<file path="config.mk">
export PLATFORM = sky130hd
export DESIGN_NAME = spi_master_ctrl
export DESIGN_NICKNAME = d
export VERILOG_FILES = /design/src/rtl/spi_master_ctrl.sv
export SDC_FILE = /design/constraint.sdc
export NUM_CORES = 1
export LEC_CHECK = 0
export ABC_AREA = 1
export BUFFER_PORTS_ARGS = -buffer_cell sky130_fd_sc_hd__buf_2
export CAP_MARGIN = 0
export CORE_MARGIN = 8
export CORE_UTILIZATION = 56
export CTS_CLUSTER_DIAMETER = 150
export DETAILED_ROUTE_END_ITERATION = 10
export GPL_TIMING_DRIVEN = 0
export PLACE_DENSITY = 0.87
export SLEW_MARGIN = 20
export SYNTH_ARGS = -nofsm -noshare
export SYNTH_HDL_FRONTEND = slang
export SYNTH_SLANG_ARGS = --single-unit
export TNS_END_PERCENT = 1
</file>
<file path="constraint.sdc">
create_clock -name CLK -period 1.9 [get_ports CLK]
set_input_delay 0.19 -clock CLK [delete_from_list [all_inputs] [get_ports CLK]]
set_output_delay 0.19 -clock CLK [all_outputs]
set_load 0.03 [all_outputs]
</file>
<file path="src/rtl/spi_master_ctrl.sv">
// spi_master_ctrl
//   Host-side SPI master for the SPI_Wrapper slave. It takes one command per
//   frame over a valid/ready handshake and serializes it as a start bit, three
//   command bits and eight data bits. For read-data frames it then waits
//   TURNAROUND cycles and captures eight MISO bits. MOSI/MISO run one bit per
//   CLK cycle, and there is no generated SCLK.
//
// Ports
//   CLK        system clock; all logic is on posedge
//   rst_n      synchronous active-low reset
//   cmd_valid  host command valid
//   cmd_ready  master can accept a command (IDLE only)
//   cmd_op     00 write-addr, 01 write-data, 10 read-addr, 11 read-data
//   cmd_data   address/data byte; sent as dummy zeros for op 11
//   rd_valid   one-cycle pulse, rd_data valid
//   rd_data    byte captured from MISO; held until the next completed read
//   busy       frame or inter-frame gap in progress
//   MOSI       serial data to slave
//   MISO       serial data from slave (sampled only in CAPT)
//   SS_n       slave select, active low
//
// state   | meaning
// --------+-------------------------------------------------------------
// S_IDLE  | cmd_ready=1, waiting for a command
// S_START | 1 cycle, SS_n low, MOSI=0
// S_CMD   | 3 cycles, MOSI = op[1], op[1], op[0]
// S_DATA  | 8 cycles, byte LSB first (zeros for read-data)
// S_TURN  | TURNAROUND cycles before the first MISO sample (read-data)
// S_CAPT  | 8 cycles, MISO shifted in LSB first (read-data)
// S_GAP   | IDLE_GAP cycles with SS_n high
module spi_master_ctrl #(
  parameter int TURNAROUND = 2,
  parameter int IDLE_GAP   = 1
) (
  input  logic       CLK,
  input  logic       rst_n,
  input  logic       cmd_valid,
  output logic       cmd_ready,
  input  logic [1:0] cmd_op,
  input  logic [7:0] cmd_data,
  output logic       rd_valid,
  output logic [7:0] rd_data,
  output logic       busy,
  output logic       MOSI,
  input  logic       MISO,
  output logic       SS_n
);

  localparam int MAX_A = (TURNAROUND > 8) ? TURNAROUND : 8;
  localparam int MAX_B = (IDLE_GAP > MAX_A) ? IDLE_GAP : MAX_A;
  localparam int CNT_W = $clog2(MAX_B);

  localparam logic [CNT_W-1:0] CMD_LOAD  = CNT_W'(2);
  localparam logic [CNT_W-1:0] BYTE_LOAD = CNT_W'(7);
  localparam logic [CNT_W-1:0] TURN_LOAD = CNT_W'(TURNAROUND - 1);
  localparam logic [CNT_W-1:0] GAP_LOAD  = CNT_W'(IDLE_GAP - 1);

  typedef enum logic [2:0] {
    S_IDLE  = 3'd0,
    S_START = 3'd1,
    S_CMD   = 3'd2,
    S_DATA  = 3'd3,
    S_TURN  = 3'd4,
    S_CAPT  = 3'd5,
    S_GAP   = 3'd6
  } state_t;

  state_t           state;
  logic [CNT_W-1:0] cnt;
  logic [1:0]       op_q;
  logic [7:0]       tx_q;
  logic [7:0]       rx_q;

  always_ff @(posedge CLK) begin
    if (!rst_n) begin
      state     <= S_IDLE;
      cnt       <= '0;
      op_q      <= '0;
      tx_q      <= '0;
      rx_q      <= '0;
      cmd_ready <= 1'b0;
      busy      <= 1'b0;
      SS_n      <= 1'b1;
      MOSI      <= 1'b0;
      rd_valid  <= 1'b0;
      rd_data   <= '0;
    end else begin
      rd_valid <= 1'b0;
      case (state)
        S_IDLE: begin
          if (cmd_valid && cmd_ready) begin
            op_q      <= cmd_op;
            tx_q      <= cmd_data;
            state     <= S_START;
            cmd_ready <= 1'b0;
            busy      <= 1'b1;
            SS_n      <= 1'b0;
            MOSI      <= 1'b0;
          end else begin
            cmd_ready <= 1'b1;
            busy      <= 1'b0;
            SS_n      <= 1'b1;
            MOSI      <= 1'b0;
          end
        end

        S_START: begin
          state <= S_CMD;
          cnt   <= CMD_LOAD;
          MOSI  <= op_q[1];
        end

        // The read/write select bit (op[1]) is sent twice, then op[0].
        S_CMD: begin
          if (cnt == '0) begin
            state <= S_DATA;
            cnt   <= BYTE_LOAD;
            MOSI  <= (op_q == 2'b11) ? 1'b0 : tx_q[0];
            tx_q  <= {1'b0, tx_q[7:1]};
          end else begin
            cnt  <= cnt - CNT_W'(1);
            MOSI <= (cnt == CNT_W'(1)) ? op_q[0] : op_q[1];
          end
        end

        S_DATA: begin
          if (cnt == '0) begin
            MOSI <= 1'b0;
            if (op_q == 2'b11) begin
              state <= S_TURN;
              cnt   <= TURN_LOAD;
            end else begin
              state <= S_GAP;
              cnt   <= GAP_LOAD;
              SS_n  <= 1'b1;
            end
          end else begin
            cnt  <= cnt - CNT_W'(1);
            MOSI <= (op_q == 2'b11) ? 1'b0 : tx_q[0];
            tx_q <= {1'b0, tx_q[7:1]};
          end
        end

        S_TURN: begin
          if (cnt == '0) begin
            state <= S_CAPT;
            cnt   <= BYTE_LOAD;
          end else begin
            cnt <= cnt - CNT_W'(1);
          end
        end

        // First sample lands in bit 0 after eight right shifts.
        S_CAPT: begin
          rx_q <= {MISO, rx_q[7:1]};
          if (cnt == '0) begin
            rd_data  <= {MISO, rx_q[7:1]};
            rd_valid <= 1'b1;
            state    <= S_GAP;
            cnt      <= GAP_LOAD;
            SS_n     <= 1'b1;
          end else begin
            cnt <= cnt - CNT_W'(1);
          end
        end

        S_GAP: begin
          if (cnt == '0) begin
            state     <= S_IDLE;
            cmd_ready <= 1'b1;
            busy      <= 1'b0;
          end else begin
            cnt <= cnt - CNT_W'(1);
          end
        end

        default: begin
          state     <= S_IDLE;
          cmd_ready <= 1'b1;
          busy      <= 1'b0;
          SS_n      <= 1'b1;
          MOSI      <= 1'b0;
        end
      endcase
    end
  end

endmodule

</file>
==> impl_results.md, run 1 <==
* Status: complete, no violations
* Grt met3 use at under 10%
* Worst-case reg-to-reg path depth at 9
* H-tree lvl count at 2
* Critical Path Sink Type: flop
* Gr busiest metal: met2
* Commonest non-fill, non-tap cell in the layout: nand2_1
* GRT Util Overall at roughly 16%
* Placed cell count at 340
* Max-cap viol count at 0
* Reg area at 721 µm²
* Initial DRC Count at 83
* Yosys reg bits at 36
* CTS tree: done
* Area Overhead vs Synth at 15.0%
* Area of the multi-input gates at between 800 and 900 µm²
* Sink Count at 36
* Antenna Nets Post-Route at 0
* Hold crit path type: input pin to flop
* Worst-Skew Late Latency at 0.35 ns
* Finished Layout Cells at 348
* Synthesized area per cell at between 6 and 7 µm²
* Most frequent cells in the layout: 85 x nand2_1, 37 x nor2_1, 36 x dfxtp_1, 32 x inv_1, 26 x buf_2
* Met2 Use GR at 27.2%
* WHS at 0.0570 ns
* Pin count of the biggest net entering global routing at 13
* Sequential-to-total area share from yosys stat at 40.6%
* Die area at about 5200 µm²
* Input/output buffers at 25
* Die Wd at 72.3 µm
* CP arrival at slightly below 2 ns
* Fmax at 581 MHz
* Total CTS buffers at 5
* Worst vdd ir at 1100 µV
* Number of global-route vias before repair at 1,619
* Cell area after synthesis at around 1800 µm²
* Critical Path Fanout Max at 10
* Worst-margin pin slew at 0.462 ns
* GPL Wtd Cong at between 0.8 and 0.9
* DR pass1 iterations at 4
* Worst setup path class: flop to flop
* DP Area at 1950 µm²
* Core Area at between 3000 and 4000 µm²
* Row count at 20
* Final Hold Fails at 0
* Die Span Y at 72.3 µm
* Hold Crit Start: MISO
* YS warnings at 0
* Period utilization at 90.5%
* Final-report setup violation count at 0
* WL final at a little under 4000 µm
* Fin crit period at 1.72 ns
* Hold depth at 3
* P per Cell Area at 1440 nW/µm²
* Clk root buf: clkbuf_4
* Clock-pin slew on the worst setup and hold paths at approximately 0.11 ns
* Diode count at 0
* DRC at 0
* Critical path data required time at 2.15 ns
* Final Max Slew Viols at 0
* CP Launch Type: flop
* M1 GR Usage at 18.0%
* Number of library cell types mapped by synthesis at 24
* Post-Syn Nets at 288
* Setup TNS at 0 ns
* Total grt overflow at 0
* Clock Skew at 0.00688 ns
* Share of cells above drive strength 1 at 16.4%
* Io pins at 27
* Wire length of the first global-routing pass at 6730 µm
* Clock Tree Buf Depth at 2
* Initial Utilization at between 50% and 60%
* Synth Instances at 271
* Relative slew slack at 69.2%
* Finished Cell Area at 2040 µm²
* Leak at 1.04 nW
* Setup repair after global routing missed its margin: no
* Fillers at 299
* WL/cell at between 10 and 15 µm
* Vias per inst at 4.96
* Via count at 1,725
* Initial antenna violation count at 0
* Critical Path Start: cnt[0]
* CTS hold repair buffers at 0
* Nets at 320
* Final HPWL DP at 2830 µm
* Worst r2r src: cnt[0]
[through the flow]
stage | setup slack, ns | total power [mW] | util [%]
4_1_cts | 0.140 | 2.92 | 67.1
3_3_place_gp | 0.191 | 2.33 | 64.5
6_report | 0.180 | 2.93 | 67.3
5_1_grt | 0.0160 | 3.19 | 67.3
2_1_floorplan | 0.402 | 2.09 | -
3_5_place_dp | 0.172 | 2.37 | 64.5
[sequential cells by signal, summed over array words and instances (netlist names)]
register / cells
cnt: 3
tx_q: 8
op_q: 2
rd_data: 8
MOSI: 1
rd_valid: 1
rx_q: 7
busy: 1
SS_n: 1
state: 3
cmd_ready: 1
[worst paths after layout]
| path | slack [ns] | endpoint |
|---|---|---|
| worst max-delay path | 0.18 | tx_q[6] |
| worst min-delay path | 0.06 | rd_data[7] |
| worst min register to register | 0.47 | SS_n |
| worst max register to register | 0.18 | tx_q[6] |
[synth_stat cells, drive strengths merged]
master,n,share of area (%)
nand3,16,4.5
xnor2,1,0.49
clkbuf,2,0.42
a21oi,22,7.1
buf,6,2.4
dfxtp,36,41
ha,3,2.1
nand4,1,0.35
o211ai,2,0.85
inv,33,7.0
o21bai,1,0.42
clkinv,1,0.21
nor2,43,10
o21ai,16,4.5
nand2,88,19
[logic make-up (layout without fill, tap and decap cells)]
| logic type | Yosys count | count (layout) | share of synthesized area (%) |
|---|---|---|---|
| compound gates | 41 | 41 | 12.8 |
| fa+ha+maj | 3 | 3 | 2.12 |
| simple gates | 148 | 148 | 33.9 |
| buf+inv | 42 | 75 | 10.0 |
| xor+xnor | 1 | 1 | 0.494 |
| flops | 36 | 36 | 40.6 |
[repair_timing]
item / in CTS / in global routing
endpoints found under the hold margin: 0 / 0
setup endpoints to repair: 0 / 3
buffers inserted: 0 / 0
gates resized for setup: 0 / 1
[critical path, cell delays in order (launching register included)]
cell and delay, ns:
dfxtp_1 0.41, inv_1 0.11, ha_1 0.23, inv_1 0.09, nor2_4 0.06, o21ai_1 0.24
a21oi_4 0.13, buf_6 0.16, nor2_1 0.12, nor2_1 0.07
[metal layers]
metal  share of wire [%]  wire, µm
met5                   0         0
met4                 1.3        51
met3                 4.5       177
met2                  50      1940
met1                  44      1730
[area by class of cell]
type,instances,share of cell area (%)
Clock inverter,3,2.09
Tap cell,44,2.70
Timing Repair Buffer,25,6.14
Inverter,34,6.26
Multi-Input combinational cell,193,43.2
Clock buffer,5,1.84
Sequential cell,36,35.4
Buffer,8,2.46
[power by group]
part / switching [mW] / internal (mW)
Combinational: 0.899 / 0.459
Clock: 0.269 / 0.274
Sequential: 0.112 / 0.915
Total: 1.28 / 1.65
Power figures use the tool's default switching activity.
==> run 2: changes to the inputs <==
Settings changed: ABC_AREA 1 to default, PLACE_DENSITY 0.87 to 0.86, TNS_END_PERCENT 1 to 50.
==> impl_results.md, run 2 <==
* Post-Syn Nets at 223 (-23%)
* DR pass1 iterations at 5 (+1)
* Synth Instances at 206 (-24%)
* Compound-Gate Fraction of Synth Area at 16.6% (+3.7 points)
* Nets at 256 (-20%)
* Diode count at 0 (unchanged)
* Sink Count at 36 (unchanged)
* Area Overhead vs Synth at 14.1%
* Final Max Slew Viols at 0 (unchanged)
* Clock-pin slew on the worst setup and hold paths at 0.12 ns (about the same)
* Final-report setup violation count at 0 (unchanged)
* Worst reg2reg setup slack at 0.13 ns (-0.05 ns)
* Io pins at 27 (unchanged)
* CP Launch Type: flop
* Initial DRC Count at 87 (+4.8%)
* Final HPWL DP at 2780 µm (-1.7%)
* WL final at 3970 µm (+1.9%)
* Wire length of the first global-routing pass at 6680 µm (-0.82%)
* EDFF count, synth at 0 (unchanged)
* Psw at 0.617 mW (-52%)
* Input/output buffers at 25 (unchanged)
* GRT Util Overall at 15.9% (-0.10 points)
* Final Hold Fails at 0 (unchanged)
* Utilization after layout at 68.0% (+0.65 points)
* Initial antenna violation count at 0 (unchanged)
* Hold crit path type: input pin to flop
* DRC at 0 (unchanged)
* GPL Wtd Cong at 0.859 (-2.2%)
* Die Wd at 73.2 µm (+1.3%)
* Part of the power in registers at 47.3% (+12 points)
* Status: complete, no violations
* Most frequent cell after synthesis: nand2_1
* Ys flop type: dfxtp_1
* Period utilization at 93.2% (+2.7 points)
* XOR/XNOR Fraction of Synth Area at 0.477% (-0.017 points)
* Post-Synth Adder-Cell Area at 2.05% (-0.071 points)
* CP arrival at 2.02 ns (+0.05 ns)
* Largest family of logic cells by synthesized area: simple AND/OR/NAND/NOR gates
* Combinational share of power at 29.3% (-17 points)
* Cell breakdown of the critical path: inv_1 -> ha_1 -> nor2b_1 -> buf_4 -> a32oi_2 -> a21oi_4 -> buf_12 -> mux2i_1
* Synth area leader: dfxtp_1
* Worst setup path class: flop to flop
* Pin count of the biggest net entering global routing at 13 (unchanged)
* Critical Path Sink Type: flop
* Worst-Skew Late Latency at 0.35 ns (about the same)
* Top flop regs: rd_data: 8 flops, tx_q: 8 flops, rx_q: 7 flops
* Sequential-to-total area share from yosys stat at 39.3% (-1.4 points)
* YS warnings at 0 (unchanged)
* Critical path data required time at 2.15 ns (about the same)
* Number of global-route vias before repair at 1,459 (-9.9%)
* Slowest CP cell: dfxtp_2
* Fin crit period at 1.77 ns (+0.0509 ns)
* P per Cell Area at 867 nW/µm² (-40%)
* Die Span Y at 73.2 µm (+1.3%)
* Max-cap viol count at 0 (unchanged)
* Number of library cell types mapped by synthesis at 44 (+83%)
* Internal at 1.20 mW (-27%)
* Core Area at 3080 µm² (+1.7%)
* Simple-gate share of the synthesized area at 21.3% (-13 points)
* Initial Utilization at 59.6% (+1.0 points)
* Total grt overflow at 0 (unchanged)
* Clk pwr share at 23.4% (+4.8 points)
* Cell area after synthesis at 1830 µm² (+3.5%)
* Family with the most delay on the worst path: buffers and inverters
* Via count at 1,533 (-11%)
* Buf/Inv on CP at 3 (unchanged)
* Synth area leaders: dfxtp_1 39%, mux2i_1 10%, nand2_1 8.0%
* Post-synthesis mux area share at 14.7% (+15 points)
* Row count at 20 (unchanged)
* Share of cells above drive strength 1 at 25.0% (+8.6 points)
* Worst path max stage delay at 0.38 ns (-0.03 ns)
* Synthesized area per cell at 8.90 µm² (+36%)
* Async set or reset register ratio after synthesis at 0% (unchanged)
* Fmax at 565 MHz (-2.9%)
* Total CTS buffers at 5 (unchanged)
* Leak at 0.889 nW (-14%)
* Most frequent cells in the layout: 39 x nand2_1, 35 x dfxtp_1, 33 x buf_2, 19 x mux2i_1, 13 x nor2b_1
* Vias per inst at 5.40 (+8.9%)
* CTS tree: done
* Sw Share at 34.0% (-9.7 points)
* Tot Pwr at 1.81 mW (-38%)
* Relative slew slack at 69.4% (+0.25 points)
* WL/cell at 14.0 µm (+25%)
* Clock Tree Buf Depth at 2 (unchanged)
* Worst-margin pin slew at 0.458 ns (-0.00375 ns)
* Critical Path Fanout Max at 7 (-3)
* Worst vdd ir at 677 µV (-38%)
* Post-synth top area share at 39.3% (-1.4 points)
* H-tree lvl count at 2 (unchanged)
* Commonest non-fill, non-tap cell in the layout: nand2_1
* Clock Skew at 0.00471 ns (-0.00216 ns)
* Die area at 5360 µm² (+2.7%)
* Fillers at 270 (-9.7%)
* Most frequent cells after synthesis: 39 x nand2_1, 36 x dfxtp_1, 19 x mux2i_1
* Clk root buf: clkbuf_4
* Antenna Nets Post-Route at 0 (unchanged)
* Yosys reg bits at 36 (unchanged)
## run 2: cell count changes in the layout (fill, tap and decap cells not counted), sizes merged, moves of 12 or more
cell   delta
a21oi    -12
nand2    -49
nand3    -12
inv      -29
nor2b    +13
mux2i    +19
nor2     -38
## run 2: cell type report
| type | instances | area [µm²] | area share [%] |
|---|---|---|---|
| plain buffers | 17 | 88.8 | 4.25 |
| clock buffers | 5 | 37.5 | 1.79 |
| clock inverters | 3 | 18.8 | 0.897 |
| inverters | 4 | 15.0 | 0.718 |
| multi-input cells | 149 | 1010 | 48.3 |
| flip-flops and latches | 36 | 722 | 34.5 |
| well taps | 44 | 55.1 | 2.63 |
| repair buffers | 26 | 145 | 6.94 |
## run 2: final timing paths
kind | cells past startpoint | endpoint | from
worst min register to register | 2 | rd_data[2] | rd_data[2]
worst max-delay path | 8 | tx_q[6] | cnt[0]
worst min-delay path | 3 | rd_data[7] | MISO
worst max register to register | 8 | tx_q[6] | cnt[0]
## run 2: tightest hold or removal path: cells and delay by family
family,cells,cell delay (ns)
buf+inv,1,0.11
simple gates,1,0.05
compound gates,1,0.05
## run 2: what timing repair did
| item | CTS | global route |
|---|---|---|
| hold buffers | 0 | 0 |
| setup endpoints to repair | 0 | 8 |
| buffers inserted | 0 | 1 |
| gates resized for setup | 0 | 1 |
## run 2: kinds of logic after synthesis
kind of cell,Yosys count
xor gates and xnor gates,1
DFF,36
AOI/OAI and AO/OA,42
adders and majority gates,3
buffers and inverters,21
muxes,26
and+or+nand+nor,77
## run 2: power by group through the flow
stage / registers [mW] / clock network [mW] / logic (mW)
2_1_floorplan: 0.880 / 0 / 0.386
3_3_place_gp: 0.869 / 0 / 0.494
3_5_place_dp: 0.872 / 0 / 0.504
4_1_cts: 0.855 / 0.426 / 0.508
5_1_grt: 0.865 / 0.461 / 0.582
6_report: 0.858 / 0.425 / 0.531
## run 2: routing by layer
layer  up-vias  wire [µm]  GRT usage, %
li1        775          -             -
met3         7        288          6.04
met2        49       1730          23.9
met4         0         78          8.22
met5         -          0             0
met1       702       1880          19.1
## run 2: stage by stage
step | cell area (µm²) | hold WS [ns] | TNS (ns) | worst slack (ns) | instances
6_report | 2090 | 0.0890 | 0 | 0.129 | 284
4_1_cts | 2070 | 0.0877 | 0 | 0.0353 | 283
2_1_floorplan | 1830 | 0.325 | 0 | 0.293 | 206
3_5_place_dp | 2010 | 0.442 | 0 | 0.0711 | 275
3_3_place_gp | 2010 | 0.437 | 0 | 0.121 | 275
5_1_grt | 2090 | 0.0888 | -0.00107 | -0.00107 | 284
==> run 3: changes to the inputs <==
Settings changed: CORE_ASPECT_RATIO from default to 0.75, REMOVE_ABC_BUFFERS from default to 1.
==> impl_results.md, run 3 (synthesized netlist as in run 2, its figures left out) <==
* Nets at 246 (-3.9%)
* DR pass1 iterations at 4 (-1)
* P per Cell Area at 908 nW/µm² (+4.7%)
* Total grt overflow at 0 (unchanged)
* WL final at 3580 µm (-9.9%)
* Clock Tree Buf Depth at 2 (unchanged)
* Fmax at 560 MHz (-0.83%)
* Pin count of the biggest net entering global routing at 46 (+33)
* CP Launch Type: flop
* Final HPWL DP at 2350 µm (-15%)
* Final-report setup violation count at 0 (unchanged)
* Vias per inst at 5.33 (-1.3%)
* Die area at 5380 µm² (+0.36%)
* Worst-case reg-to-reg path depth at 7 (-1)
* Status: complete, no violations
* Diode count at 0 (unchanged)
* Max-cap viol count at 0 (unchanged)
* Hold crit path type: input pin to flop
* Area of the multi-input gates at 1020 µm² (+0.99%)
* WL/cell at 13.3 µm (-5.2%)
* Worst reg2reg setup slack at 0.11 ns (about the same)
* Area Overhead vs Synth at 14.2%
* CP arrival at 2.00 ns (-0.02 ns)
* Final Max Slew Viols at 0 (unchanged)
* Wire length of the first global-routing pass at 6010 µm (-10%)
* Sink Count at 36 (unchanged)
* Initial DRC Count at 105 (+21%)
* Top flop regs: rd_data: 8 flops, tx_q: 8 flops, rx_q: 7 flops
* Period utilization at 94.0% (+0.78 points)
* Die Wd at 82.1 µm (+12%)
* Total CTS buffers at 5 (unchanged)
* Clock Skew at 0.00370 ns (-0.00101 ns)
* Worst r2r src: cnt[0]
* Worst vdd ir at 641 µV (-5.3%)
* Critical path data required time at 2.11 ns (-0.04 ns)
* Commonest non-fill, non-tap cell in the layout: nand2_1
* R2R Path End: tx_q[4]
* Input/output buffers at 26 (+4.0%)
* Worst setup path class: flop to flop
* Hold Crit Start: MISO
* Antenna Nets Post-Route at 0 (unchanged)
* Share of cells above drive strength 1 at 24.8% (-0.22 points)
* Initial antenna violation count at 0 (unchanged)
* Final Hold Fails at 0 (unchanged)
* Leak at 0.874 nW (-1.7%)
* Worst-margin pin slew at 0.654 ns (+0.196 ns)
* Fin crit period at 1.79 ns (+0.0148 ns)
* Fillers at 280 (+3.7%)
* Io pins at 27 (unchanged)
* Min-Delay Endpoint: rd_data[7]
* Worst path max stage delay at 0.41 ns (+0.03 ns)
* Clk root buf: clkbuf_8
* Critical Path Sink Type: flop
* Initial Utilization at 57.0% (-2.6 points)
* Worst-Skew Late Latency at 0.28 ns (-0.07 ns)
* Slowest CP cell: dfxtp_1
* Finished Layout Cells at 270 (-4.9%)
* Cell breakdown of the critical path: inv_1 -> ha_1 -> nand2b_2 -> nand3_2 -> a21oi_4 -> buf_12 -> mux2i_1
* GPL Wtd Cong at 0.819 (-4.6%)
* WHS at 0.154 ns (+0.0654 ns)
* Placed cell count at 255 (-7.3%)
* Core Area at 3220 µm² (+4.6%)
* Die Span Y at 65.6 µm (-10%)
* Via count at 1,439 (-6.1%)
* CTS tree: done
* H-tree lvl count at 2 (unchanged)
* GRT Util Overall at 13.9% (-2.0 points)
* Most frequent cells in the layout: 39 x nand2_1, 33 x dfxtp_1, 26 x buf_2, 19 x mux2i_1, 12 x nor2b_1
* Hold depth at 3 (unchanged)
* Setup repair after global routing missed its margin: no
* Critical Path Fanout Max at 11 (+4)
* Reg area at 724 µm² (+0.35%)
* Row count at 18 (-10%)
* DRC at 0 (unchanged)
* Clock-pin slew on the worst setup and hold paths at 0.07 ns (-0.05 ns)
* Relative slew slack at 56.4% (-13 points)
* Number of global-route vias before repair at 1,350 (-7.5%)
[run 3: critical path, delay by kind of cell, from the launching register on]
| kind | cells | cell delay (ns) |
|---|---|---|
| compound gates | 1 | 0.20 |
| flops | 1 | 0.41 |
| fa+ha+maj | 1 | 0.29 |
| mux | 1 | 0.17 |
| simple gates | 2 | 0.37 |
| buf+inv | 2 | 0.27 |
[run 3: worst max path at each step]
stage,startpoint,to,slack (ns),cells after the start
after global routing,cnt[0],tx_q[5],0.004,7
after detailed placement,state[0],rd_data[6],-0.24,4
after CTS,cnt[0],tx_q[6],0.05,6
after floorplan,state[0],rd_data[0],0.12,4
final,cnt[0],tx_q[4],0.11,7
after global placement,state[0],rd_data[2],-0.22,4
[run 3: per-stage QoR]
step	setup WS (ns)	total power [mW]	util (%)	TNS [ns]	cell area (µm²)
final	0.114	1.90	65.0	0	2090
after global routing	0.00394	2.00	65.0	0	2090
after CTS	0.0539	1.89	63.0	0	2030
after detailed placement	-0.243	1.32	59.8	-3.29	1930
after global placement	-0.224	1.31	59.8	-2.99	1930
after floorplan	0.120	1.21	-	0	1750
[run 3: power breakdown]
part / leakage, nW / internal [mW] / total [mW] / switching (mW)
logic: 0.535 / 0.217 / 0.458 / 0.240
registers: 0.294 / 0.812 / 0.890 / 0.0785
clock network: 0.0455 / 0.296 / 0.553 / 0.258
total: 0.874 / 1.32 / 1.90 / 0.577
[run 3: area by class of cell]
cell class,instances,area share (%)
multi-input cells,149,48.7
flip-flops and latches,36,34.6
inverters,4,0.717
repair buffers,33,9.32
clock buffers,8,4.30
well taps,40,2.39
[run 3: timing repair]
action | CTS | global route
hold buffers | 0 | 0
cloned | 0 | 0
resized for setup | 6 | 0
pin swaps | 0 | 2
setup buffers | 0 | 7
setup endpoints to repair | 20 | 16
[run 3: routing by layer]
metal  wire length [µm]  up-vias  share of wire (%)  global-route usage (%)
li1                   -      753                  -                       -
met1               1780      649                 50                    18.3
met2               1580       32                 44                    20.6
met3                178        5                5.0                    4.50
met4                 38        0                1.1                    5.46
met5                  0        -                  0                       0
